File: src/rtl/dab_mod_scheduler.sv
// dab_mod_scheduler: validates host t1/t2/phi/fs settings, commits them on switching-period
// boundaries, slews phi for soft start/stop and forces zero drive on fault or watchdog timeout.
module dab_mod_scheduler #(
    parameter logic signed [8:0] PHI_STEP  = 9'sd4,
    parameter logic signed [8:0] PHI_MAX   = 9'sd128,
    parameter logic [17:0]       FS_MIN    = 18'd10000,
    parameter logic [17:0]       FS_MAX    = 18'd200000,
    parameter logic [19:0]       WD_CYCLES = 20'd100000
) (
    input  logic              clk,
    input  logic              rst,
    input  logic              enable,
    input  logic              fault,
    input  logic              period_end,
    input  logic              cfg_valid,
    output logic              cfg_ready,
    input  logic signed [8:0] t1_in,
    input  logic signed [8:0] t2_in,
    input  logic signed [8:0] phi_in,
    input  logic [17:0]       fs_in,
    output logic              cfg_err,
    output logic signed [8:0] t1,
    output logic signed [8:0] t2,
    output logic signed [8:0] phi,
    output logic [17:0]       fs_DAB,
    output logic              sync,
    output logic              run,
    output logic [1:0]        status
);
    localparam logic [2:0] IDLE = 3'd0, SYNC = 3'd1, RUN = 3'd2, DRAIN = 3'd3, FAULT = 3'd4;
    localparam logic signed [9:0] STP = {PHI_STEP[8], PHI_STEP};

    logic [2:0]        state_q, state_d;
    logic signed [8:0] t1_q, t1_d, t2_q, t2_d, phi_q, phi_d;
    logic signed [8:0] sh_t1_q, sh_t1_d, sh_t2_q, sh_t2_d, sh_phi_q, sh_phi_d;
    logic [17:0]       fs_q, fs_d, sh_fs_q, sh_fs_d;
    logic              sh_valid_q, sh_valid_d, pend_q, pend_d, err_q, err_d;
    logic [19:0]       wd_q, wd_d;
    logic [1:0]        status_q, status_d;
    logic              cfg_ok, accept, in_mod, wd_hit;
    logic signed [8:0] tgt, phi_nxt;
    logic signed [9:0] d;

    assign cfg_ready = state_q != FAULT;
    assign cfg_ok    = !t1_in[8] && !t2_in[8] && phi_in <= PHI_MAX && phi_in >= -PHI_MAX
                       && fs_in >= FS_MIN && fs_in <= FS_MAX;
    assign accept    = cfg_valid && cfg_ready && cfg_ok;
    assign in_mod    = state_q == RUN || state_q == DRAIN;
    assign wd_hit    = in_mod && !period_end && wd_q == WD_CYCLES - 20'd1;
    // Slew in 10 bits so the difference of two extreme 9-bit phases cannot wrap
    assign tgt       = state_q == DRAIN ? 9'sd0 : sh_phi_q;
    assign d         = {tgt[8], tgt} - {phi_q[8], phi_q};
    assign phi_nxt   = d > STP ? phi_q + PHI_STEP : d < -STP ? phi_q - PHI_STEP : tgt;

    assign t1      = t1_q;
    assign t2      = t2_q;
    assign phi     = phi_q;
    assign fs_DAB  = fs_q;
    assign sync    = state_q == SYNC;
    assign run     = in_mod || state_q == SYNC;
    assign status  = status_q;
    assign cfg_err = err_q;

    always_comb begin
        state_d    = state_q;
        t1_d       = t1_q;
        t2_d       = t2_q;
        phi_d      = phi_q;
        fs_d       = fs_q;
        sh_t1_d    = accept ? t1_in : sh_t1_q;
        sh_t2_d    = accept ? t2_in : sh_t2_q;
        sh_phi_d   = accept ? phi_in : sh_phi_q;
        sh_fs_d    = accept ? fs_in : sh_fs_q;
        sh_valid_d = sh_valid_q | accept;
        pend_d     = pend_q | accept;
        wd_d       = wd_q;
        status_d   = status_q;
        err_d      = cfg_valid && cfg_ready && !cfg_ok;
        if (fault || wd_hit) begin
            state_d  = FAULT;
            t1_d     = '0;
            t2_d     = '0;
            phi_d    = '0;
            status_d = status_q | {wd_hit & ~fault, fault};
        end else begin
            case (state_q)
                IDLE: if (enable && sh_valid_q) begin
                    state_d = SYNC;
                    t1_d    = sh_t1_q;
                    t2_d    = sh_t2_q;
                    fs_d    = sh_fs_q;
                    phi_d   = '0;
                    pend_d  = accept;
                    wd_d    = '0;
                end
                SYNC: state_d = RUN;
                RUN, DRAIN: begin
                    wd_d = period_end ? 20'd0 : wd_q + 20'd1;
                    // Commit reads the registered shadow, so a same-cycle accept stays pending
                    if (period_end) begin
                        phi_d = phi_nxt;
                        if (pend_q) begin
                            t1_d   = sh_t1_q;
                            t2_d   = sh_t2_q;
                            fs_d   = sh_fs_q;
                            pend_d = accept;
                        end
                    end
                    if (state_q == RUN) state_d = enable ? RUN : DRAIN;
                    else if (period_end && phi_nxt == 9'sd0) state_d = IDLE;
                    else if (enable) state_d = RUN;
                end
                FAULT: if (!enable) begin
                    state_d  = IDLE;
                    status_d = '0;
                end
                default: state_d = IDLE;
            endcase
        end
    end

    always_ff @(posedge clk or posedge rst) begin
        if (rst) begin
            state_q    <= IDLE;
            t1_q       <= '0;
            t2_q       <= '0;
            phi_q      <= '0;
            fs_q       <= FS_MIN;
            sh_t1_q    <= '0;
            sh_t2_q    <= '0;
            sh_phi_q   <= '0;
            sh_fs_q    <= FS_MIN;
            sh_valid_q <= 1'b0;
            pend_q     <= 1'b0;
            wd_q       <= '0;
            status_q   <= '0;
            err_q      <= 1'b0;
        end else begin
            state_q    <= state_d;
            t1_q       <= t1_d;
            t2_q       <= t2_d;
            phi_q      <= phi_d;
            fs_q       <= fs_d;
            sh_t1_q    <= sh_t1_d;
            sh_t2_q    <= sh_t2_d;
            sh_phi_q   <= sh_phi_d;
            sh_fs_q    <= sh_fs_d;
            sh_valid_q <= sh_valid_d;
            pend_q     <= pend_d;
            wd_q       <= wd_d;
            status_q   <= status_d;
            err_q      <= err_d;
        end
    end
endmodule

File: config.mk
export PLATFORM = sky130hd
export DESIGN_NAME = dab_mod_scheduler
export DESIGN_NICKNAME = d
export VERILOG_FILES = /design/src/rtl/dab_mod_scheduler.sv
export SDC_FILE = /design/constraint.sdc
export NUM_CORES = 1
export LEC_CHECK = 0
export CAP_MARGIN = 20
export CORE_UTILIZATION = 54
export CTS_CLUSTER_SIZE = 40
export DETAILED_ROUTE_END_ITERATION = 12
export PLACE_DENSITY = 0.81
export REMOVE_ABC_BUFFERS = 1
export SLEW_MARGIN = 0
export SYNTH_ARGS = -nofsm -noshare
export SYNTH_HDL_FRONTEND = slang
export SYNTH_SLANG_ARGS = --single-unit
File: constraint.sdc
create_clock -name clk -period 5.5 [get_ports clk]
set_input_delay 1.375 -clock clk [delete_from_list [all_inputs] [get_ports clk]]
set_output_delay 1.375 -clock clk [all_outputs]
set_load 0.05 [all_outputs]
==> impl_metrics.prom <==
# TYPE chip_impl_metric gauge
chip_impl_metric{name="maximum_number_of_pins_on_one_net_before_global_route_repair",unit=""} 48
chip_impl_metric{name="vias_per_cell",unit=""} 5.832
chip_impl_metric{name="num_antenna_cells",unit=""} 0
chip_impl_metric{name="numCtsBuffers",unit=""} 17
chip_impl_metric{name="route.vias.total",unit=""} 4957
chip_impl_metric{name="worst_ir_drop_vdd",unit="V"} 0.0003167
chip_impl_info{name="worstSetupStartpointType",value="register"} 1
chip_impl_metric{name="grt_pass1_wl",unit="mm"} 24.97
chip_impl_metric{name="setup-tns-final",unit="ns"} 0
chip_impl_metric{name="hold_viol_final",unit=""} 0
chip_impl_metric{name="synth_seq_cells",unit=""} 118
chip_impl_metric{name="die-area",unit="um^2"} 11710
chip_impl_metric{name="fin_crit_sh",unit=""} 0.8030
chip_impl_metric{name="global_route.usage.met2",unit=""} 0.4622
chip_impl_metric{name="route.final.wire_length",unit="mm"} 14.87
chip_impl_metric{name="dr.pass1.iters",unit=""} 5
chip_impl_metric{name="worst-slew-pin-transition",unit="ns"} 0.9239
chip_impl_info{name="startpoint_of_the_worst_register_to_register_path",value="state_q[2]$_DFFE_PP0P_"} 1
chip_impl_info{name="ys_dominant_reg_cell",value="sky130_fd_sc_hd__dfrtp_1"} 1
chip_impl_metric{name="final_layout_size_suffix_gt1_frac",unit=""} 0.1789
chip_impl_metric{name="netlist_instances",unit=""} 591
chip_impl_metric{name="power-per-cell-area",unit="nW/um^2"} 386.3
chip_impl_metric{name="final_core_utilization",unit=""} 0.7166
chip_impl_metric{name="gr-usage-all-layers",unit=""} 0.2811
chip_impl_metric{name="cts_sinks",unit=""} 118
chip_impl_metric{name="final_max_slew_viol_count",unit=""} 0
chip_impl_info{name="cts-root-buf",value="sky130_fd_sc_hd__clkbuf_16"} 1
chip_impl_metric{name="via_count_of_the_first_global_routing_pass",unit=""} 5186
chip_impl_metric{name="asyncSetResetFlopFracSynth",unit=""} 1.000
chip_impl_metric{name="worst_skew_late_latency",unit="ns"} 0.41
chip_impl_metric{name="finalWorstSetupSlack",unit="ns"} 1.084
chip_impl_metric{name="post_synth_num_cell_types",unit=""} 71
chip_impl_metric{name="grt_overflow_total",unit=""} 0
chip_impl_metric{name="postCtsHoldBufs",unit=""} 0
chip_impl_info{name="min_from",value="fs_DAB[12]$_DFFE_PP0P_"} 1
chip_impl_metric{name="worst_clock_skew",unit="ns"} 0.006754
chip_impl_metric{name="warning_count_from_the_yosys_run",unit=""} 0
chip_impl_info{name="layout_commonest_cell",value="sky130_fd_sc_hd__dfrtp_1"} 1
chip_impl_metric{name="syn_area",unit="um^2"} 6093
chip_impl_metric{name="fmaxAchievable",unit="MHz"} 226.4
chip_impl_metric{name="post-place-cells",unit=""} 818
chip_impl_info{name="tritoncts",value="yes"} 1
chip_impl_metric{name="initial_core_utilization",unit=""} 0.5572
chip_impl_info{name="final_cell_mix",value="sky130_fd_sc_hd__dfrtp_1 (108), sky130_fd_sc_hd__clkdlybuf4s50_1 (101), sky130_fd_sc_hd__nand2_1 (85)"} 1
chip_impl_info{name="holdCritPathClass",value="register to register"} 1
chip_impl_metric{name="num_rows",unit=""} 38
chip_impl_info{name="worst_setup_path_endpoint",value="state_q[1]$_DFFE_PP0P_"} 1
chip_impl_info{name="r2r-end",value="state_q[1]$_DFFE_PP0P_"} 1
chip_impl_metric{name="worst_setup_hold_path_clk_slew",unit="ns"} 0.05
chip_impl_metric{name="cts_setup_buffers",unit=""} 0
chip_impl_metric{name="die_h",unit="um"} 108.2
chip_impl_metric{name="design.portCount",unit=""} 102
chip_impl_metric{name="antenna_violations_before_repair",unit=""} 0
chip_impl_metric{name="gp_weighted_congestion",unit=""} 0.8854
chip_impl_metric{name="gr-usage-met3",unit=""} 0.1001
chip_impl_metric{name="clock_path_buffers",unit=""} 2
chip_impl_metric{name="place.detailed.hpwl",unit="mm"} 10.40
chip_impl_metric{name="max_cap_violations",unit=""} 0
chip_impl_metric{name="fin_cells",unit=""} 850
chip_impl_metric{name="sequential_to_total_area_share_from_yosys_stat",unit=""} 0.4867
chip_impl_metric{name="ff2ff_path_depth",unit=""} 14
chip_impl_metric{name="final-setup-viol-count",unit=""} 0
chip_impl_metric{name="resized_gates_after_cts",unit=""} 0
chip_impl_metric{name="post_synthesis_area_per_instance",unit="um^2"} 10.31
chip_impl_metric{name="io_buffer_count",unit=""} 101
chip_impl_metric{name="path_max_fanout",unit=""} 16
chip_impl_metric{name="fin_nets",unit=""} 760
chip_impl_metric{name="drt_wl_cell",unit="um"} 17.49
chip_impl_info{name="busiest_layer",value="met2"} 1
chip_impl_info{name="outcome",value="finished clean"} 1
chip_impl_metric{name="post-place-ws",unit="ns"} 0.9635
chip_impl_info{name="grt_setup_unrepaired",value="no"} 1
chip_impl_info{name="worstSetupEndpointType",value="register"} 1
chip_impl_metric{name="groute.layer.met1.usage",unit=""} 0.3356
chip_impl_metric{name="number_of_synthesized_flops_with_an_enable_pin",unit=""} 0
chip_impl_metric{name="reg2reg_slack",unit="ns"} 1.08
chip_impl_metric{name="layout-area-overhead-vs-synth",unit="%"} 28.60
chip_impl_metric{name="hold-worst-slack",unit="ns"} 0.5010
chip_impl_info{name="timing.setup.critical_path_class",value="register to register"} 1
chip_impl_metric{name="remaining_drc_errors",unit=""} 0
chip_impl_metric{name="antenna_violating_nets_post_route",unit=""} 0
chip_impl_metric{name="h-tree-depth",unit=""} 4
chip_impl_info{name="cp-startpoint",value="state_q[2]$_DFFE_PP0P_"} 1
chip_impl_metric{name="worst_ep_arrival_time",unit="ns"} 4.68
chip_impl_metric{name="dieWidth",unit="um"} 108.2
chip_impl_metric{name="cp.required",unit="ns"} 5.76
chip_impl_metric{name="min_period",unit="ns"} 4.416
chip_impl_metric{name="total_leakage_power",unit="nW"} 3.406
chip_impl_metric{name="floorplan.core_area",unit="um^2"} 10940
chip_impl_metric{name="relative_max_transition_margin",unit=""} 0.3824
chip_impl_metric{name="drt_first_iter_violations",unit=""} 292
## metrics by stage
stage / total power, W / area (um^2)
CTS: 0.003035 / 7836
finish: 0.003027 / 7836
global placement: 0.001917 / 7251
floorplan: 0.001681 / 6008
global route: 0.003157 / 7836
detailed placement: 0.001940 / 7251
## power by group
part           total, W  switching, W  internal, W
sequential      0.00108     0.0000741      0.00100
clock           0.00108      0.000393     0.000691
combinational  0.000868      0.000516     0.000352
total           0.00303      0.000983      0.00204
## layout make-up
cell class              count  area [um^2]
well taps                 140        175.2
fillers                   787         3099
clock buffers              21        460.4
inverters                  22        85.08
multi-input cells         430         2962
flip-flops and latches    118         2965
repair buffers            108         1064
clock inverters            11        125.1
## critical path, cell delays in order (launching register included)
cell	delay [ns]
sky130_fd_sc_hd__dfrtp_1	0.54
sky130_fd_sc_hd__nand3b_4	0.33
sky130_fd_sc_hd__nand2_1	0.14
sky130_fd_sc_hd__ha_1	0.22
sky130_fd_sc_hd__fa_1	0.41
sky130_fd_sc_hd__and2b_2	0.27
sky130_fd_sc_hd__o211ai_4	0.09
sky130_fd_sc_hd__a211o_1	0.38
sky130_fd_sc_hd__o31a_1	0.31
sky130_fd_sc_hd__a211o_1	0.36
sky130_fd_sc_hd__or3_4	0.42
sky130_fd_sc_hd__a21oi_1	0.24
sky130_fd_sc_hd__o221ai_1	0.17
sky130_fd_sc_hd__nor4_2	0.23
sky130_fd_sc_hd__a41oi_1	0.16
## state kept, by name, indices dropped and copies added, names as in the netlist, named ones only
name / count
pend_q: 1
t2: 9
sh_valid_q: 1
fs_DAB: 18
status: 1
sh_fs_q: 18
sh_t1_q: 9
sh_t2_q: 9
state_q: 3
sh_phi_q: 9
wd_q: 20
cfg_err: 1
phi: 9
t1: 9
## synthesized netlist by cell type, types with 3 or more instances
library cell | n | area, um^2
sky130_fd_sc_hd__nor3b_1 | 4 | 30.03
sky130_fd_sc_hd__nor2b_1 | 7 | 43.79
sky130_fd_sc_hd__clkbuf_1 | 15 | 56.30
sky130_fd_sc_hd__nand4_1 | 9 | 56.30
sky130_fd_sc_hd__mux2i_1 | 6 | 60.06
sky130_fd_sc_hd__o21ai_1 | 3 | 15.01
sky130_fd_sc_hd__o31ai_1 | 3 | 22.52
sky130_fd_sc_hd__nor4_1 | 8 | 50.05
sky130_fd_sc_hd__xnor2_1 | 10 | 87.58
sky130_fd_sc_hd__buf_2 | 5 | 25.02
sky130_fd_sc_hd__a22o_1 | 3 | 26.28
sky130_fd_sc_hd__o21a_1 | 4 | 30.03
sky130_fd_sc_hd__o21ai_0 | 24 | 120.1
sky130_fd_sc_hd__and3_1 | 7 | 43.79
sky130_fd_sc_hd__o211ai_1 | 8 | 60.06
sky130_fd_sc_hd__and2_1 | 6 | 37.54
sky130_fd_sc_hd__dfrtp_1 | 108 | 2703
sky130_fd_sc_hd__mux2_2 | 63 | 709.4
sky130_fd_sc_hd__ha_1 | 11 | 137.6
sky130_fd_sc_hd__a211o_1 | 4 | 35.03
sky130_fd_sc_hd__o22ai_1 | 3 | 18.77
sky130_fd_sc_hd__or3_1 | 6 | 37.54
sky130_fd_sc_hd__xor2_1 | 11 | 96.34
sky130_fd_sc_hd__a21oi_1 | 34 | 170.2
sky130_fd_sc_hd__nor3_1 | 10 | 50.05
sky130_fd_sc_hd__a31oi_1 | 3 | 18.77
sky130_fd_sc_hd__nand2_1 | 85 | 319.1
sky130_fd_sc_hd__nor2_1 | 34 | 127.6
sky130_fd_sc_hd__inv_1 | 22 | 82.58
sky130_fd_sc_hd__dfstp_2 | 10 | 262.8
sky130_fd_sc_hd__nand3_1 | 16 | 80.08
## worst min path at each step
stage                     slack [ns]                endpoint  depth (start not counted)
after detailed placement        0.49     wd_q[1]$_DFFE_PP0P_                          2
after CTS                       0.50  fs_DAB[12]$_DFFE_PP0P_                          1
after floorplan                 0.46     wd_q[1]$_DFFE_PP0P_                          2
final                           0.50  fs_DAB[12]$_DFFE_PP0P_                          1
after global routing            0.52  sh_t2_q[3]$_DFFE_PP0P_                          1
after global placement          0.48     wd_q[1]$_DFFE_PP0P_                          2
## metal layers
| metal | routed length, um | up-vias |
|---|---|---|
| met1 | 6014 | 2423 |
| met4 | 408 | 0 |
| met5 | 0 | - |
| met2 | 7400 | 163 |
| met3 | 1044 | 34 |
| li1 | - | 2337 |
## logic make-up after synthesis
logic type                 count (synthesis)  synth area share
buffers and inverters                     43           0.02751
DFF                                      118            0.4867
and+or+nand+nor                          212            0.1745
muxes                                     69            0.1263
adders and majority gates                 12           0.02587
xor gates and xnor gates                  21           0.03018
AOI/OAI and AO/OA                        116            0.1290
No activity file was read; power rests on OpenSTA's default activity.
